<file path="src/rtl/rv32m_muldiv_unit.sv">
// rtl/rv32m_muldiv_unit.sv - iterative RV32M multiply/divide execute unit
// One shift-add or restoring-divide step per cycle; divide-by-zero and signed overflow bypass iteration.
module rv32m_muldiv_unit #(
    parameter int WIDTH      = 32,
    parameter int ADDR_WIDTH = 5
) (
    input  logic                  clk,
    input  logic                  rst,
    input  logic                  i_valid,
    output logic                  o_ready,
    input  logic [2:0]            i_funct3,
    input  logic [WIDTH-1:0]      i_rs1_data,
    input  logic [WIDTH-1:0]      i_rs2_data,
    input  logic [ADDR_WIDTH-1:0] i_rd_addr,
    input  logic                  i_flush,
    output logic                  o_valid,
    output logic [ADDR_WIDTH-1:0] o_rd_addr,
    output logic [WIDTH-1:0]      o_rd_data
);
    localparam int CW = $clog2(WIDTH);

    typedef enum logic [1:0] {S_IDLE, S_MUL, S_DIV, S_DONE} state_t;
    state_t state, state_next;

    logic [1:0]            op_q;
    logic [ADDR_WIDTH-1:0] rd_q;
    logic [WIDTH-1:0]      opnd;
    logic [2*WIDTH-1:0]    acc;
    logic [CW-1:0]         cnt;
    logic                  sign_a, sign_b;

    logic                  accept, is_div, a_signed_in, b_signed_in, neg_a_in, neg_b_in;
    logic [WIDTH-1:0]      a_mag_in, b_mag_in, special_res;
    logic                  div_zero, div_ovf, special, last;
    logic [WIDTH:0]        mul_sum, div_shift, div_diff;
    logic [2*WIDTH-1:0]    mul_acc_next, div_acc_next, prod;
    logic [WIDTH-1:0]      mul_res, div_res, quo, rem;

    assign accept      = i_valid && (state == S_IDLE) && !i_flush;
    assign is_div      = i_funct3[2];
    assign a_signed_in = is_div ? !i_funct3[0] : (i_funct3[1:0] != 2'b11);
    assign b_signed_in = is_div ? !i_funct3[0] : !i_funct3[1];
    assign neg_a_in    = a_signed_in && i_rs1_data[WIDTH-1];
    assign neg_b_in    = b_signed_in && i_rs2_data[WIDTH-1];
    assign a_mag_in    = neg_a_in ? -i_rs1_data : i_rs1_data;
    assign b_mag_in    = neg_b_in ? -i_rs2_data : i_rs2_data;

    assign div_zero = is_div && (i_rs2_data == '0);
    assign div_ovf  = is_div && !i_funct3[0] && (i_rs1_data == {1'b1, {(WIDTH-1){1'b0}}})
                      && (i_rs2_data == {WIDTH{1'b1}});
    assign special  = div_zero || div_ovf;
    assign special_res = div_zero ? (i_funct3[1] ? i_rs1_data : {WIDTH{1'b1}})
                                  : (i_funct3[1] ? '0 : i_rs1_data);

    // Multiplier sits in acc's low half and is consumed LSB-first as the product shifts in.
    assign mul_sum      = {1'b0, acc[2*WIDTH-1:WIDTH]} + (acc[0] ? {1'b0, opnd} : '0);
    assign mul_acc_next = {mul_sum, acc[WIDTH-1:1]};
    assign prod         = (sign_a ^ sign_b) ? -mul_acc_next : mul_acc_next;
    assign mul_res      = (op_q == 2'b00) ? prod[WIDTH-1:0] : prod[2*WIDTH-1:WIDTH];

    // acc holds {remainder, dividend/quotient}; quotient bits enter at the bottom.
    assign div_shift    = acc[2*WIDTH-1:WIDTH-1];
    assign div_diff     = div_shift - {1'b0, opnd};
    assign div_acc_next = div_diff[WIDTH] ? {div_shift[WIDTH-1:0], acc[WIDTH-2:0], 1'b0}
                                          : {div_diff[WIDTH-1:0], acc[WIDTH-2:0], 1'b1};
    assign quo          = div_acc_next[WIDTH-1:0];
    assign rem          = div_acc_next[2*WIDTH-1:WIDTH];
    assign div_res      = op_q[1] ? (sign_a ? -rem : rem)
                                  : ((sign_a ^ sign_b) ? -quo : quo);

    assign last    = (cnt == CW'(WIDTH-1));
    assign o_ready = (state == S_IDLE);
    assign o_valid = (state == S_DONE);

    always_comb begin
        state_next = state;
        case (state)
            S_IDLE:  if (accept) state_next = special ? S_DONE : (is_div ? S_DIV : S_MUL);
            S_MUL,
            S_DIV:   if (last) state_next = S_DONE;
            default: state_next = S_IDLE;
        endcase
        if (i_flush) state_next = S_IDLE;
    end

    always_ff @(posedge clk or posedge rst) begin
        if (rst) state <= S_IDLE;
        else     state <= state_next;
    end

    always_ff @(posedge clk or posedge rst) begin
        if (rst) begin
            op_q      <= '0;
            rd_q      <= '0;
            opnd      <= '0;
            acc       <= '0;
            cnt       <= '0;
            sign_a    <= 1'b0;
            sign_b    <= 1'b0;
            o_rd_data <= '0;
            o_rd_addr <= '0;
        end else if (accept) begin
            op_q   <= i_funct3[1:0];
            rd_q   <= i_rd_addr;
            sign_a <= neg_a_in;
            sign_b <= neg_b_in;
            opnd   <= is_div ? b_mag_in : a_mag_in;
            acc    <= {{WIDTH{1'b0}}, is_div ? a_mag_in : b_mag_in};
            cnt    <= '0;
            if (special) begin
                o_rd_data <= special_res;
                o_rd_addr <= i_rd_addr;
            end
        end else if (!i_flush && (state == S_MUL || state == S_DIV)) begin
            acc <= (state == S_MUL) ? mul_acc_next : div_acc_next;
            cnt <= cnt + CW'(1);
            if (last) begin
                o_rd_data <= (state == S_MUL) ? mul_res : div_res;
                o_rd_addr <= rd_q;
            end
        end
    end
endmodule

</file>
<file path="config.mk">
export PLATFORM = sky130hd
export DESIGN_NAME = rv32m_muldiv_unit
export DESIGN_NICKNAME = d
export VERILOG_FILES = /design/src/rtl/rv32m_muldiv_unit.sv
export SDC_FILE = /design/constraint.sdc
export NUM_CORES = 1
export LEC_CHECK = 0
export CORE_AREA = 2 2 172 174
export CTS_BUF_LIST = sky130_fd_sc_hd__clkbuf_4 sky130_fd_sc_hd__clkbuf_8
export DETAILED_ROUTE_END_ITERATION = 6
export DIE_AREA = 0 0 174 176
export PLACE_DENSITY = 0.83
export SLEW_MARGIN = 20
export SYNTH_ARGS = -nofsm -noshare
export SYNTH_HDL_FRONTEND = slang
export SYNTH_SLANG_ARGS = --single-unit
</file>
<file path="constraint.sdc">
create_clock -name clk -period 6.7 [get_ports clk]
set_clock_uncertainty 0.15 [all_clocks]
set_input_delay 1.005 -clock clk [delete_from_list [all_inputs] [get_ports clk]]
set_output_delay 1.005 -clock clk [all_outputs]
set_load 0.05 [all_outputs]
</file>
# Yosys cells after proc, flatten, opt, wreduce, memory -nomap -nowiden
# Cells that the tools add are included.
# op_classes
bitwise,1
addsub,8
n_eq_ne,10
n_reduce_logical,22
muxes,36
# op_table
cell,count
$mux W32,17
$mux W64,5
$neg A32 Y32,4
$eq A32 B32 Y1 const B,2
$neg A64 Y64,1
$add A32 B32 Y33,1
$sub A33 B32 Y33,1
$logic_not A32 Y1,1
$mux W5,6
$mux W2,5
$logic_and A1 B1 Y1,9
$add A5 B1 Y5 const B,1
$eq A5 B5 Y1 const B,1
$eq A2 B2 Y1 const B,2
$logic_not A2 Y1,2
$pmux W2 S2,1
$reduce_bool A2 Y1,2
$logic_not A1 Y1,3
$ne A3 B1 Y1 const B,1
$ne A3 B3 Y1 const B,1
$reduce_and A3 Y1,1
$eq A2 B1 Y1 const B,1
$logic_or A1 B1 Y1,2
$mux W1,2
other kinds (5),5
# totals
out_inout_bits,39
wordCells,87
input_bits,76
regBits,149

# Depth between registers and ports, before layout
# Gate-level depths: netlist (run 1).
# depth
depth_word,9
mapped_depth,27
mapped_depth_nobuf,23

# Least setup slack after synthesis (run 1)
# Ideal clock, no wire load.
# synth_timing
path_kind,register -> register
from,register acc[31]
to,register o_rd_data[28]
required_ns,6.481
period_less_slack_ns,5.250
n_path_buf,5
path_slack_ns,1.450
arrival_time_ns,5.031
stages_incl_launch_ff,27
setup_time_ns,0.069
cell_sequence,dfrtp_1 inv_1 ha_1 fa_1 nand2b_1 a21oi_1 o211ai_1 a21oi_1 a311o_1 or4_1 clkbuf_1 and3_1 buf_2 inv_2 buf_2 buf_2 nand2_1 o21ai_1 inv_1 ha_1 clkbuf_1 nor4bb_1 a31oi_1 nor4_1 nor3_1 a311o_1 nand3_1
# synth_via
elab_chain_cells,9
word_cells_on_any_way,14
classes_between,add/sub: 4; mux: 10
# synth_rtl
item,line_no,rtl
from (decl),28,logic [2*WIDTH-1:0] acc;
from (signal assigned),108,"acc <= {{WIDTH{1'b0}}, is_div ? a_mag_in : b_mag_in};"
from (signal assigned),115,acc <= (state == S_MUL) ? mul_acc_next : div_acc_next;
$sub A33 B32 Y33,63,"assign div_diff = div_shift - {1'b0, opnd};"
$mux W64,64,"assign div_acc_next = div_diff[WIDTH] ? {div_shift[WIDTH-1:0], acc[WIDTH-2:0], 1'b0}"
"$neg A32 Y32, on equally long branches","69, 68",
"$mux W32, on equally long branches","69, 68",
$mux W32,68,assign div_res = op_q[1] ? (sign_a ? -rem : rem)
$mux W32 *,118,o_rd_data <= (state == S_MUL) ? mul_res : div_res;
$mux W32 *,117,if (last) begin
$mux W32 *,114,end else if (!i_flush && (state == S_MUL || state == S_DIV)) begin
$mux W32 *,102,end else if (accept) begin
to (signal assigned),111,o_rd_data <= special_res;
to (signal assigned),118,
to (decl),18,output logic [WIDTH-1:0] o_rd_data
# Every way passes the cells marked *; elsewhere a longest branch is shown, timed or not. The select of a mux whose other input is x is not followed.
# A chain may end at the register's enable or synchronous reset.

# Worst setup path in the final report (run 1)
# layout_timing
from,register acc[31]
to,register o_rd_data[30]
# The elaborated chain is that of the path after synthesis.

==> summary.md, run 1 <==
| Metric | Value |
|---|---|
| Clock-pin slew on the worst setup and hold paths | 120 ps |
| Initial core utilization | between 60% and 70% |
| Yosys top cell area share | 21.08% |
| Failing checks | DRC |
| Via density | between 7 and 8 |
| CP Cell Sequence | inv_1, ha_1, fa_1, nand2b_1, a21oi_1, o211ai_1, a21oi_1, a311o_1, o2111ai_1, and3_2, inv_2, mux2_2, ha_1, nor3b_1, nand2_1, a31oi_1, a41oi_1, nor3_1, a41oi_1, xor2_1, o211ai_1 |
| Status | finished with violations |
| Remaining routing DRC violations | 7 |
| Post-synthesis sequential area ratio | 21.08% |
| TritonCTS clock tree | done |
| WL per Instance | between 20 and 25 µm |
| Die area | between 0.03 and 0.04 mm² |
| DP Worst Slack | about 780 ps |
| Worst Tran Pin Value | 1087 ps |
| CTS H-tree lvls | 4 |
| Port Buffers | 114 |
| DRT iter0 DRCs | between 3k and 4k |
| Fmax | 162.6 MHz |
| Vias in the first global route | 18.18k |
| Die W | 174 µm |
| Fin crit period | 6151 ps |
| DPL Wire Length | ~55 mm |
| DRT antenna net count | 0 |
| Avg Inst Size Synth | just over 7 µm² |
| Pwr/cell area | 629.8 mW/mm² |
| Post-route core utilization | ~68% |
| Area leader, netlist | dfrtp_1 |
| Total Routing Usage GR | 45.55% |
| Crit-path max cell delay | roughly 560 ps |
| Post-Synth Adder-Cell Area | ~6.3% |
| Gate Count Post-Synth | 2486 |
| Area Growth Syn to Fin | 9.388% |
| Fin. Hold Viols | 0 |
| Max_cap viols | 0 |
| Main combinational cell family by area after synthesis | compound AO/OA/AOI/OAI gates |
| Worst-path fanout max | 11 |
| Multiplexer share of the synthesized area | ~5.1% |
| WP data required | 6970 ps |
| Antenna violations before repair | 1 |
| Synth cell count leaders | 283 x nor2_1, 271 x nand2_1, 239 x a21oi_1 |
| Core footprint | between 0.02 and 0.03 mm² |
| Worst Hold Class | reg -> reg |
| Compound-Gate Fraction of Synth Area | between 20% and 30% |
| RSZ-0062 raised after global routing | no |
| Clk sinks | 149 |
| Period utilization | ~92% |
| Most frequent cell after synthesis | nor2_1 |
| Post-synth ARST share | between 90% and 100% |
| Endpoints failing setup | 0 |
| Grt total ovfl | 0 |
| Final WS setup | between 500 and 600 ps |
| GPL Wtd Cong | roughly 1.1 |
| Post-CTS Resized | 0 |
| Root buf cell | clkbuf_8 |
| Clk Latency, worst-skew pair | roughly 530 ps |
| Number of flops mapped to enable cells by yosys | 0 |
| Worst setup EP type | flip-flop |
| Io pins | around 120 |
| Critical-path top delay cell | a41oi_1 |
| Routed via count | around 20k |
| Leakage | between 7 and 8 nW |
| Nets | 2624 |
| Reg2reg setup slack | around 550 ps |
| Die Span Y | 176 µm |
| Final Max Tran Viols | 0 |
| First-pass GRT wire length | about 110 mm |
| Synth Cell Area | roughly 0.018 mm² |
| Largest cells by area after synthesis | dfrtp_1 21%, a21oi_1 6.8%, nor2_1 6.0% |
| Clock tree buffer depth | 2 |
| Routed wire length | ~71 mm |
| Ys flop type | dfrtp_1 |
| # rows | 62 |
| Kind of critical path | reg -> reg |
| Yosys reg bits | approximately 150 |
| 1st-pass router iterations | 7 |
| Worst EP arrival | roughly 6400 ps |
| Type of origin of the critical path | flip-flop |
| Ys Warns | 0 |
| Setup bufs post-CTS | 0 |
| Net count after synthesis | roughly 2.6k |
| Simple-Gate Fraction of Synth Area | between 20% and 30% |
| Largest net degree at the start of global routing | between 100 and 150 |
| Share of cells above drive strength 1 | 4.911% |
| Post-synth cell types | 84 |
| Relative max-transition margin | around 28% |
| CTS Hold Buffers Added | 0 |
| Max IR drop VDD | around 0.46 mV |
| Fill count | ~2.5k |
| Post-Route Setup TNS | 0 ps |
| Num CTS Buffers | 17 |
| XOR/XNOR Fraction of Synth Area | a little over a tenth |
[critical path: cells and delay by family (launching register included)]
| family | cells | cell delay, ps |
|---|---|---|
| adders and majority gates | 3 | 990 |
| DFF | 1 | 470 |
| AOI/OAI and AO/OA | 9 | 2630 |
| muxes | 1 | 390 |
| buffers and inverters | 2 | 280 |
| and+or+nand+nor | 5 | 900 |
| xor gates and xnor gates | 1 | 190 |
[stage by stage]
stage / cells / power [W] / cell area (µm²) / hold WS (ps)
after floorplan: 2486 / 0.008274 / 17690 / 287.2
after global placement: 2836 / 0.01079 / 18930 / 300.8
after detailed placement: 2836 / 0.01094 / 18930 / 305.9
after CTS: 2868 / 0.01176 / 19340 / 330.7
after global routing: 2868 / 0.01279 / 19340 / 355.8
final: 2869 / 0.01218 / 19350 / 328.4
[power breakdown]
part	internal, W	switching, W
sequential	0.00120	0.000555
clock	0.000286	0.000486
combinational	0.00329	0.00636
total	0.00478	0.00740
[sequential cells by signal, summed over array words and instances (netlist names)]
signal and cells:
acc 64, sign_a 1, o_rd_addr 5, cnt 5
rd_q 5, op_q 2, o_rd_data 32, state 2
sign_b 1, opnd 32
[metal layers]
layer,global-route usage [%],share of wire (%)
met1,60.58,39
met2,69.07,42
met3,8.915,12
met4,26.86,6.8
met5,0,0
[final timing paths]
check,cells after the start,startpoint,end
worst min register to register,2,rd_q[3],rd_q[3]
worst min-delay path,2,rd_q[3],rd_q[3]
max in group asynchronous,3,rst,acc[3]
min in group asynchronous,2,rst,o_rd_addr[4]
worst max-delay path,21,acc[31],o_rd_data[30]
worst max register to register,21,acc[31],o_rd_data[30]
[placed cells by master (no fill, tap or decap), types with 7 or more instances in the layout]
master / count
clkdlybuf4s50_1: 113
o21ai_0: 208
o211ai_1: 95
and2_1: 21
a211oi_1: 33
nand3b_1: 7
xor2_1: 98
or4_1: 15
a21o_1: 13
maj3_1: 13
o221ai_1: 9
nor3_1: 67
o21a_1: 13
nand2b_1: 20
a31oi_1: 33
o21bai_1: 9
o21ai_1: 17
nor4_1: 40
a221oi_1: 13
o31ai_1: 36
clkbuf_8: 17
mux2_2: 12
dfrtp_1: 149
nor2_1: 282
nand4_1: 35
inv_1: 73
or3_1: 21
nand3_1: 41
buf_4: 38
or2_2: 10
xnor2_1: 111
a21oi_1: 238
nand2_1: 271
nor2b_1: 7
and3_1: 21
ha_1: 74
o41ai_1: 8
mux2i_1: 74
nor3b_1: 7
[area by class of cell]
class	instances	area [µm²]	area share, %
multi-input cells	2075	13020	67.29
flip-flops and latches	149	3729	19.27
repair buffers	151	1416	7.321
well taps	384	480.5	2.484
inverters	77	294.0	1.520
clock buffers	17	234.0	1.209
clock inverters	15	172.7	0.8925
diodes	1	2.502	0.01293
[kinds of logic after synthesis]
kind of cell | count (synthesis)
AOI/OAI and AO/OA | 790
xor gates and xnor gates | 211
adders and majority gates | 90
buffers and inverters | 262
DFF | 149
muxes | 87
and+or+nand+nor | 897
Power figures use the tool's default switching activity.
==> run 2, diff against run 1 <==
--- a/config.mk
+++ b/config.mk
@@ -5,11 +5,11 @@
 export SDC_FILE = /design/constraint.sdc
 export NUM_CORES = 1
 export LEC_CHECK = 0
-export CORE_AREA = 2 2 172 174
+export CORE_AREA = 2 2 192 194
 export CTS_BUF_LIST = sky130_fd_sc_hd__clkbuf_4 sky130_fd_sc_hd__clkbuf_8
 export DETAILED_ROUTE_END_ITERATION = 6
-export DIE_AREA = 0 0 174 176
-export PLACE_DENSITY = 0.83
+export DIE_AREA = 0 0 194 196
+export PLACE_DENSITY = 0.68
 export SLEW_MARGIN = 20
 export SYNTH_ARGS = -nofsm -noshare
 export SYNTH_HDL_FRONTEND = slang
==> summary.md, run 2 (same netlist as run 1, synthesis figures left out) <==
| Metric | Value |
|---|---|
| Status | finished clean |
| Antenna violations before repair | 3 (+2) |
| Die area | 0.03802 mm² (+24%) |
| Port Buffers | 114 (unchanged) |
| Clock-pin slew on the worst setup and hold paths | 110 ps (about the same) |
| Crit Reg-Reg Startpoint | acc[31] |
| Max_cap viols | 0 (unchanged) |
| Nets | 2623 (-0.038%) |
| DPL Wire Length | 59.26 mm (+8.1%) |
| Largest net degree at the start of global routing | 112 (-0.88%) |
| Clock tree buffer depth | 2 (unchanged) |
| Share of cells above drive strength 1 | 4.873% (-0.038 points) |
| Met1 Use GR | 52.10% (-8.5 points) |
| Period utilization | 91.72% (about the same) |
| Cells after DPL | 2919 (+2.9%) |
| Routed via count | 19.61k (-2.4%) |
| Post-DP Area | 0.01903 mm² (+0.54%) |
| Largest registers | acc: 64 flops, o_rd_data: 32 flops, opnd: 32 flops |
| Crit. path cell count | 21 (unchanged) |
| Via density | 6.646 (-5.1%) |
| Pwr/cell area | 637.0 mW/mm² (+1.1%) |
| Grt total ovfl | 0 (unchanged) |
| Num CTS Buffers | 17 (unchanged) |
| Die Span Y | 196 µm (+11%) |
| Post-CTS Resized | 0 (unchanged) |
| TritonCTS clock tree | done |
| Clk sinks | 149 (unchanged) |
| Worst Hold Class | reg -> reg |
| Endpoints failing setup | 0 (unchanged) |
| Commonest cells after routing, fill and taps aside | 282 x nor2_1, 271 x nand2_1, 238 x a21oi_1 |
| Busiest grt layer | met2 |
| Relative max-transition margin | 27.59% (+0.050 points) |
| Kind of critical path | reg -> reg |
| Remaining routing DRC violations | 0 (-7) |
| Setup bufs post-CTS | 0 (unchanged) |
| Max IR drop VDD | 0.5520 mV (+19%) |
| CTS H-tree lvls | 4 (unchanged) |
| Fill count | 3546 (+42%) |
| Root buf cell | clkbuf_8 |
| Initial core utilization | 49.01% (-13 points) |
| Io pins | 115 (unchanged) |
| DRT antenna net count | 0 (unchanged) |
| Crit-path max cell delay | 600 ps (+40 ps) |
| Tot Pwr | 0.01240 W (+1.8%) |
| DRT iter0 DRCs | 2367 (-23%) |
| Core footprint | 0.03608 mm² (+26%) |
| Post-Route Setup TNS | 0 ps (unchanged) |
| Clk Latency, worst-skew pair | 530 ps (about the same) |
| Area Growth Syn to Fin | 10.04% |
| Critical path origin | acc[31] |
| Top delay family on crit path | compound AO/OA/AOI/OAI gates |
| Fin. Hold Viols | 0 (unchanged) |
| Worst Tran Pin Value | 1075 ps (-12.11 ps) |
| Non-filler cells, final | 2951 (+2.9%) |
| Fmax | 162.7 MHz (about the same) |
| CP Cell Sequence | inv_1, ha_1, fa_1, nand2b_1, a21oi_1, o211ai_1, a21oi_1, a311o_1, o2111ai_1, and3_2, inv_2, mux2_2, ha_1, nor3b_1, nand2_1, a31oi_1, a41oi_1, nor3_1, a41oi_1, xor2_1, o211ai_1 |
| RSZ-0062 raised after global routing | no |
| CTS Hold Buffers Added | 0 (unchanged) |
| Routed wire length | 76.27 mm (+6.7%) |
| Met3 Resource Use GR | 7.272% (-1.6 points) |
| 1st-pass router iterations | 6 (-1) |
| WL per Instance | 25.85 µm (+3.7%) |
| Worst EP arrival | 6390 ps (-30 ps) |
| Total Routing Usage GR | 39.06% (-6.5 points) |
| Worst setup EP type | flip-flop |
| Leakage | 7.595 nW (about the same) |
| Most common cell after layout, fill and taps aside | nor2_1 |
| Vias in the first global route | 17.68k (-2.8%) |
| WP data required | 6950 ps (-20 ps) |
| Worst setup endpoint | o_rd_data[30] |
| Reg2reg setup slack | 550 ps (about the same) |
| # rows | 70 (+13%) |
| Critical-path top delay cell | a41oi_1 |
| Fin crit period | 6145 ps (-5.172 ps) |
| First-pass GRT wire length | 112.9 mm (+4.7%) |
| Reg2reg end | o_rd_data[30] |
| Most flop-heavy register | acc |
| Cells on worst reg2reg path | 21 (unchanged) |
| GPL Wtd Cong | 1.004 (-7.5%) |
| Type of origin of the critical path | flip-flop |
| Met2 usage | 60.05% (-9.0 points) |
| Final Max Tran Viols | 0 (unchanged) |
| Worst-path fanout max | 7 (-4) |
| Ant. Diodes | 0 (-1) |
| Design Area, Final | 0.01946 mm² (+0.59%) |
| Largest register FFs | 64 (unchanged) |
| Buf/Inv on CP | 2 (unchanged) |
| Die W | 194 µm (+11%) |
[run 2: cell count changes in the layout (fill, tap and decap cells not counted), sizes merged]
cell,change
clkinv,-4
bufinv,+3
clkinvlp,+2
inv,-2
buf,-1
clkbuf,+1
diode,-1
[run 2: report_power, final]
part | internal, W | leakage (nW) | switching, W
logic | 0.00329 | 5.46 | 0.00654
clock network | 0.000384 | 0.209 | 0.000443
registers | 0.00120 | 1.92 | 0.000530
[run 2: layout make-up]
class	instances	area [µm²]	area share, %
multi-input combinational	2075	13020	66.88
sequential	149	3729	19.16
timing repair buffer	150	1409	7.239
tap	468	585.6	3.009
inverter	77	294.0	1.511
clock buffer	18	241.5	1.241
clock inverter	14	187.7	0.9644
[run 2: how the worst min path moves through the flow]
| stage | from | endpoint | slack, ps | cells past startpoint |
|---|---|---|---|---|
| final | rd_q[0] | rd_q[0] | 340 | 2 |
| after global routing | rd_q[3] | rd_q[3] | 340 | 2 |
| after detailed placement | rd_q[0] | rd_q[0] | 310 | 2 |
| after floorplan | rd_q[0] | rd_q[0] | 290 | 2 |
| after global placement | rd_q[4] | rd_q[4] | 300 | 2 |
| after CTS | rd_q[0] | rd_q[0] | 340 | 2 |
[run 2: routing by layer]
layer | part of all wire, % | up-vias
li1 | - | 8975
met1 | 41 | 9367
met2 | 43 | 1058
met3 | 9.5 | 211
met4 | 5.8 | 2
met5 | 0.054 | -
[run 2: stage by stage]
step	setup WS, ps	hold slack, ps	utilization [%]
3_3_place_gp	960.8	301.5	52.74
4_1_cts	733.1	336.4	53.93
2_1_floorplan	1450	287.2	-
6_report	554.6	336.4	53.93
3_5_place_dp	780.0	311.4	52.74
5_1_grt	336.8	344.4	53.93
[run 2: tightest hold or removal path: cells and delay by family (launching register included)]
| kind | cells | cell delay, ps |
|---|---|---|
| simple gates | 2 | 120 |
| flops | 1 | 330 |
